===== config.mk =====
export PLATFORM = sky130hd
export DESIGN_NAME = chart_recorder
export DESIGN_NICKNAME = d
export VERILOG_FILES = /design/src/rtl/chart_recorder.sv
export SDC_FILE = /design/constraint.sdc
export NUM_CORES = 1
export LEC_CHECK = 0
export BUFFER_PORTS_ARGS = -buffer_cell sky130_fd_sc_hd__buf_4
export CAP_MARGIN = 20
export CORE_ASPECT_RATIO = 0.8
export CORE_MARGIN = 5
export CORE_UTILIZATION = 46
export CTS_CLUSTER_SIZE = 14
export DETAILED_ROUTE_END_ITERATION = 7
export GPL_TIMING_DRIVEN = 0
export PLACE_DENSITY = 0.59
export SLEW_MARGIN = 5
export SYNTH_ARGS = -nofsm -noshare
export SYNTH_HDL_FRONTEND = slang
export SYNTH_SLANG_ARGS = --single-unit

===== constraint.sdc =====
create_clock -name sysclk -period 3.5 [get_ports sysclk]
set_input_delay 0.7 -clock sysclk [delete_from_list [all_inputs] [get_ports sysclk]]
set_output_delay 0.7 -clock sysclk [all_outputs]
set_load 0.03 [all_outputs]

===== src/rtl/chart_recorder.sv =====
// chart_recorder: records a 3-lane button chart into a step memory
// that the LED playback path reads through rd_addr/rd_data.
//
// Ports:
//   sysclk, reset (sync, active-low)
//   start, stop             : level-sampled record controls
//   button0..2              : raw async lane buttons (right, middle, left)
//   rd_addr / rd_data       : registered read port, 1-cycle latency
//   armed/recording/done    : one-hot state flags (all 0 in IDLE)
//   step_count              : number of steps written in this take
//
// Build option: define CHART_RECORDER_ROUND_EN to push late presses
// (second half of a step) into the following step.
module chart_recorder #(
    parameter int STEPS           = 89,
    parameter int STEP_CYCLES     = 16777216,
    parameter int DEBOUNCE_CYCLES = 65536
) (
    input  logic       sysclk,
    input  logic       reset,
    input  logic       start,
    input  logic       stop,
    input  logic       button0,
    input  logic       button1,
    input  logic       button2,
    input  logic [6:0] rd_addr,
    output logic [2:0] rd_data,
    output logic       armed,
    output logic       recording,
    output logic       done,
    output logic [6:0] step_count
);

    localparam int IW = (STEPS > 2) ? $clog2(STEPS) : 1;
    localparam int TW = $clog2(STEP_CYCLES);
    localparam int DW = $clog2(DEBOUNCE_CYCLES + 1);

    localparam logic [TW-1:0] TLAST = TW'(STEP_CYCLES - 1);
    localparam logic [DW-1:0] DLAST = DW'(DEBOUNCE_CYCLES - 1);
    localparam logic [7:0]    FULL1 = 8'(STEPS - 1);

    typedef enum logic [1:0] {
        S_IDLE,
        S_ARMED,
        S_REC,
        S_DONE
    } state_t;

    logic [2:0]    raw;
    logic [2:0]    s1_q;
    logic [2:0]    s2_q;
    logic [2:0]    press;
    logic [2:0]    early;
    logic [2:0]    late;

    state_t        state_q;
    logic          armed_q;
    logic          rec_q;
    logic          done_q;
    logic [7:0]    count_q;
    logic [TW-1:0] timer_q;
    logic [2:0]    cur_q;
    logic [2:0]    nxt_q;
    logic [2:0]    rd_q;
    logic [2:0]    mem_q [STEPS];

    logic          step_end;
    logic          last_step;
    logic          wr_en;

    assign raw = {button2, button1, button0};

    // Two-flop synchronizer for the raw buttons.
    always_ff @(posedge sysclk) begin
        if (!reset) begin
            s1_q <= '0;
            s2_q <= '0;
        end else begin
            s1_q <= raw;
            s2_q <= s1_q;
        end
    end

    for (genvar i = 0; i < 3; i++) begin : g_lane
        logic [DW-1:0] cnt_q;
        logic          deb_q;

        // Counts consecutive cycles of disagreement; any agreement restarts.
        always_ff @(posedge sysclk) begin
            if (!reset) begin
                cnt_q <= '0;
                deb_q <= 1'b0;
            end else if (s2_q[i] != deb_q) begin
                if (cnt_q == DLAST) begin
                    deb_q <= s2_q[i];
                    cnt_q <= '0;
                end else begin
                    cnt_q <= cnt_q + 1'b1;
                end
            end else begin
                cnt_q <= '0;
            end
        end

        // Press fires in the cycle the debounced level is about to rise.
        assign press[i] = s2_q[i] & ~deb_q & (cnt_q == DLAST);
    end

`ifdef CHART_RECORDER_ROUND_EN
    localparam logic [TW-1:0] THALF = TW'(STEP_CYCLES / 2);

    always_comb begin
        late  = (timer_q >= THALF) ? press : 3'b000;
        early = press & ~late;
    end
`else
    always_comb begin
        late  = 3'b000;
        early = press;
    end
`endif

    assign step_end  = (timer_q == TLAST);
    assign last_step = (count_q == FULL1);
    assign wr_en     = (state_q == S_REC) && (stop || step_end);

    always_ff @(posedge sysclk) begin
        if (!reset) begin
            state_q <= S_IDLE;
            armed_q <= 1'b0;
            rec_q   <= 1'b0;
            done_q  <= 1'b0;
            count_q <= '0;
            timer_q <= '0;
            cur_q   <= '0;
            nxt_q   <= '0;
        end else begin
            unique case (state_q)
                S_IDLE: begin
                    if (start) begin
                        state_q <= S_ARMED;
                        armed_q <= 1'b1;
                        count_q <= '0;
                        cur_q   <= '0;
                        nxt_q   <= '0;
                    end
                end
                S_ARMED: begin
                    if (stop) begin
                        state_q <= S_IDLE;
                        armed_q <= 1'b0;
                        count_q <= '0;
                    end else if (|press) begin
                        // The arming press is cycle 0 of step 0.
                        state_q <= S_REC;
                        armed_q <= 1'b0;
                        rec_q   <= 1'b1;
                        cur_q   <= press;
                        nxt_q   <= '0;
                        timer_q <= TW'(1);
                    end
                end
                S_REC: begin
                    if (stop || step_end) begin
                        count_q <= count_q + 8'd1;
                        timer_q <= '0;
                        if (stop || last_step) begin
                            state_q <= S_DONE;
                            rec_q   <= 1'b0;
                            done_q  <= 1'b1;
                            cur_q   <= '0;
                            nxt_q   <= '0;
                        end else begin
                            // A press on the write cycle belongs to the next step.
                            cur_q <= nxt_q | press;
                            nxt_q <= '0;
                        end
                    end else begin
                        timer_q <= timer_q + 1'b1;
                        cur_q   <= cur_q | early;
                        nxt_q   <= nxt_q | late;
                    end
                end
                S_DONE: begin
                    if (start) begin
                        state_q <= S_ARMED;
                        done_q  <= 1'b0;
                        armed_q <= 1'b1;
                        count_q <= '0;
                        cur_q   <= '0;
                        nxt_q   <= '0;
                    end
                end
                default: state_q <= S_IDLE;
            endcase
        end
    end

    // Step memory is never reset; step_count masks stale entries.
    always_ff @(posedge sysclk) begin
        if (wr_en) begin
            mem_q[count_q[IW-1:0]] <= cur_q;
        end
    end

    always_ff @(posedge sysclk) begin
        if (!reset) begin
            rd_q <= '0;
        end else if ({1'b0, rd_addr} < count_q) begin
            rd_q <= mem_q[rd_addr[IW-1:0]];
        end else begin
            rd_q <= '0;
        end
    end

    assign rd_data    = rd_q;
    assign armed      = armed_q;
    assign recording  = rec_q;
    assign done       = done_q;
    assign step_count = count_q[6:0];

endmodule

# Yosys cells after proc, flatten, opt, wreduce, memory -nomap -nowiden
# Memory sizes are Yosys's and may differ from the RTL's. A register that Yosys moved wholly into a read port is not among the register bits.
# Index checks and enable logic that the tools add are counted.
dict set report classes {
  order_cmp 1
  div_mod_pow 0
  shift 0
  bitwise_logic 15
  n_mux 39
  multipliers 0
  addsub 5
  n_eq_ne 19
  n_reduce_logical 25
}
# op n
set op_table {}
lappend op_table {{$mux W24} 3}
lappend op_table {{$add A17 B1 Y17 const B} 3}
lappend op_table {{$eq A17 B16 Y1 const B} 3}
lappend op_table {{$pmux W24 S2} 1}
lappend op_table {{$add A24 B1 Y24 const B} 1}
lappend op_table {{$eq A24 B24 Y1 const B} 1}
lappend op_table {{$mux W3} 8}
lappend op_table {{$mux W8} 3}
lappend op_table {{$pmux W8 S3} 1}
lappend op_table {{$pmux W3 S3} 2}
lappend op_table {{$mux W1} 12}
lappend op_table {{$reduce_and A3 Y1} 4}
lappend op_table {{$reduce_and A4 Y1} 3}
lappend op_table {{$reduce_or A3 Y1} 4}
lappend op_table {{$mux W2} 5}
lappend op_table {{$add A8 B1 Y8 const B} 1}
lappend op_table {{$eq A8 B7 Y1 const B} 1}
lappend op_table {{$lt A7 B8 Y1} 1}
lappend op_table {{$ne A2 B2 Y1 const B} 4}
lappend op_table {{$reduce_and A2 Y1} 4}
lappend op_table {{$not A1 Y1} 7}
lappend op_table {{$and A1 B1 Y1} 6}
lappend op_table {{$ne A2 B1 Y1 const B} 3}
lappend op_table {{$or A3 B3 Y3} 2}
lappend op_table {{other kinds (13)} 21}
dict set report totals {
  mem_count 1
  romBits 0
  inputBits 14
  wordCells 121
  register_bits 103
  latch_bits 0
  ram_bits 267
  output_inout_bits 13
}
# name depth width read_ports rd_clocked_by_memory_dff write_ports line
set memory_table {}
lappend memory_table {mem_q 89 3 1 1 1 65} ;# logic [2:0] mem_q [STEPS];

# Longest topological paths before layout
dict set report logic_depth {
  word_depth 7
  depth_mapped 12
  depth_no_buf 11
}

# Worst setup path after synthesis
# Ideal clock, no wire load.
dict set report synth_path {
  path_kind {reg2reg}
  start {reg g_lane[1].cnt_q[5]}
  end {reg timer_q[13]}
  setup_time_ns 0.070
  period_less_slack_ns 3.040
  path_stages_with_launch 12
  path_buffers 1
  setup_slack_ns 0.460
  required_ns 3.430
  t_arrival_ns 2.970
  path_cell_list {dfxtp_1 nand4_1 or4_1 nor2_1 and3_1 ha_1 a222oi_1 o31a_1 or4_1 buf_2 or3_1 a21oi_1}
}
dict set report synth_via {
  elab_chain_cells 5
}
# element line
set synth_rtl {}
lappend synth_rtl {{from (decl)} 85} ;# logic [DW-1:0] cnt_q;
lappend synth_rtl {{from (signal assigned)} 98} ;# cnt_q <= cnt_q + 1'b1;
lappend synth_rtl {{$eq A17 B16 Y1} 106} ;# assign press[i] = s2_q[i] & ~deb_q & (cnt_q == DLAST);
lappend synth_rtl {{$and A1 B1 Y1} 106}
lappend synth_rtl {{$reduce_or A3 Y1} 153} ;# end else if (|press) begin
lappend synth_rtl {{$ne A2 B2 Y1 (no line)} -}
lappend synth_rtl {{$reduce_and A3 Y1 (no line)} -}
lappend synth_rtl {{to (signal assigned)} 179} ;# timer_q <= timer_q + 1'b1;
lappend synth_rtl {{to (decl)} 61} ;# logic [TW-1:0] timer_q;
# Every way passes these cells.
# A chain may end at the register's enable or synchronous reset.

# Worst setup path in the final report
dict set report layout_path {
  start {reg g_lane[1].cnt_q[4]}
  end {reg timer_q[13]}
}
# Same word-level chain as after synthesis.

==> impl_metrics.toml <==
[cts]
cts.sinks = 370
hold_buffers = 0
clk_latency_ns = 0.53
root_buffer = "clkbuf_16"
h-tree-depth = 2
clk_pin_slew_ns = 0.06
cts_buffer_depth = 3
cts_tree = "yes"
cts_made_buffers = 39

[sta]
hold_slack_ns = 0.3887
relSlewSlack_pct = 27.60
min_period_ns = 3.362
max_freq_ghz = 0.2975
setup_tns_ns = 0
setup_slack_ns = 0.1382
slew_viol_final = 0
rsz0062_at_grt = "true"
skew_ns = 0.01978
setup_viol = 0
hold_violations = 0
finalCritPeriodShare_pct = 96.05
worst-slew-pin-transition_ns = 1.086

[drt]
vias = 9439
wl_um = 36120
drt_pass1_iterations = 5
drtIter0Drc = 873
wl_per_cell_um = 21.68
vias_per_cell = 5.666
drc = 0
antenna_left = 0

[logic_synthesis]
synthArstFlopShare_pct = 0
synth_top_area_share_pct = 51.90
synth_top_family_by_area = "simple AND/OR/NAND/NOR gates"
yosysUniqueCellTypes = 58
synthTopCellsByCount = "edfxtp_1, nor2_1, dfxtp_1"
synthAdderAreaFrac_pct = 1.782
synth-edff-count = 267
synth_warnings = 0
yosysMostFrequentCell = "edfxtp_1"
yosysTopAreaCell = "edfxtp_1"
synth_nets = 1171
yosys.area_share.simple_pct = 11.67
synth-compound-area-share_pct = 4.681
synthFlopType = "edfxtp_1"
seq_area_frac_synth_pct = 65.25
synth_xor_xnor_area_share_pct = 3.061
synth_area_sq_um = 15450
synth_area_leaders = "edfxtp_1, dfxtp_1, mux4_2"
avgSynthCellArea_sq_um = 13.61
synthCells = 1135
synth_seq_cells = 370
synth_mux_area_share_pct = 10.86

[pwr]
ir_drop_v = 0.0003503
p_leak_nw = 6.018
fin_total_pwr_mw = 9.618
powerDensity_nw_per_um2 = 544.0

[layout]
final_area_sq_um = 17680
fin_util_pct = 52.92
stdcell_count = 1666
syn_to_final_growth_pct = 14.43
drive_above_1_share_pct = 16.56
n_antenna_cell = 0
nets = 1241

[critical_path]
cpMostUsedCell = "or4_4"
r2r-end = "timer_q[13]"
r2r_slack_ns = 0.14
arrival_ns = 3.82
crit_start = "g_lane[1].cnt_q[4]"
slowest_stage = "or4_4"
reg2regPathDepth = 11
required_ns = 3.95
crit_path_end_kind = "flop"
slowest_delay_ns = 0.58
startpoint_type = "flop"
crit_type = "reg2reg"
cp_max_fo = 8
crit_chain = "nand4_1 > or4_4 > nor2_4 > and3_4 > ha_4 > a222oi_1 > o31a_1 > or4_4 > buf_6 > or3_1 > a21oi_2"
r2r_start = "g_lane[1].cnt_q[4]"
critPathCapture = "timer_q[13]"

[status]
status = "finished, final reports clean"

[global_routing]
overflow = 0
grt_pass1_wl_um = 55500
antenna_found_initial = 0
grt_usage_pct = 19.26
grt_pass1_vias = 9325
grt_start_max_net_pins = 91

[floorplan]
start_util_pct = 46.24
io_pins = 27
rows = 60
dieArea_sq_um = 37370
coreArea_sq_um = 33410
die_y_um = 173.9
fp.dieW_um = 214.9

[placed_design]
place_congestion = 0.8486
placed_cell_area_sq_um = 16240
io_buffers = 24
dp_slack_ns = -0.3180
hpwl_um = 23500
placed_cells = 1595

[worst_hold_path]
hp-class = "in2reg"
worst_hold_startpoint = "button0"

[flow_run]
maxCapViolCount = 0
==> placed cells by master, fill, tap and decap left out, drive strengths merged, types with 6 or more instances in the layout <==
master and instances:
ha 22, inv 41, nand3 36, clkbuf 79, and3 14, nand2b 7, nor2 199, nor2b 8
buf 54, a31oi 10, o21ai 27, xor2 24, a211oi 6, and2 10, nand4 17, edfxtp 267
xnor2 30, mux2i 18, clkinv 11, nor3 9, or3 13, dfxtp 103, mux4 65, a21oi 31
nand2 66
==> power by group <==
group          internal, mW  switching, mW
Clock                  2.59           1.65
Combinational         0.224          0.450
Sequential             4.67         0.0322
==> routing by layer <==
layer	track usage, %	share of wire [%]	wire [um]	vias up
met5	0	0	0	-
met4	4.749	1.8	638	0
met3	5.084	7.9	2862	51
met2	28.48	44	16010	303
met1	28.71	46	16610	4735
li1	-	-	-	4350
==> worst max-delay path: cells and delay by family (launching register included) <==
family                     cells  cell delay (ns)
and+or+nand+nor                6             1.91
AOI/OAI and AO/OA              3             0.70
DFF                            1             0.35
buffers and inverters          1             0.15
adders and majority gates      1             0.16
==> state kept, by name (all words and copies together) (netlist names) <==
name / cells
count_q: 8
g_lane.deb_q: 3
armed: 1
rd_data: 3
state_q: 2
s2_q: 3
cur_q: 3
s1_q: 3
recording: 1
timer_q: 24
g_lane.cnt_q: 51
mem_q: 267
done: 1
==> cells by family (layout without fill, tap and decap cells) <==
logic type | Yosys count | in the layout
adder cells (fa/ha/maj) | 22 | 22
buffers and inverters | 93 | 190
XOR/XNOR | 54 | 54
AND/OR/NAND/NOR | 397 | 397
flip-flops | 370 | 370
multiplexers | 86 | 86
AO/OA/AOI/OAI | 113 | 113
==> worst min-delay path by stage <==
stage	end	cells past startpoint
6_report	s1_q[0]	2
5_1_grt	s1_q[2]	2
4_1_cts	s1_q[0]	2
3_5_place_dp	s2_q[2]	1
3_3_place_gp	s2_q[0]	1
2_1_floorplan	s2_q[0]	1
==> layout make-up <==
type | count | area, sq um
Buffer | 51 | 265.3
Clock buffer | 52 | 1109
Clock inverter | 16 | 198.9
Fill cell | 2817 | 15730
Inverter | 41 | 153.9
Multi-Input combinational cell | 672 | 5047
Sequential cell | 370 | 10100
Tap cell | 434 | 543.0
Timing Repair Buffer | 30 | 265.3
==> repair_timing <==
action                     CTS  global route
pin swaps                    0             8
buffers inserted             0             4
setup endpoints to repair    3            22
resized for setup            4            23
Power figures use the tool's default switching activity.
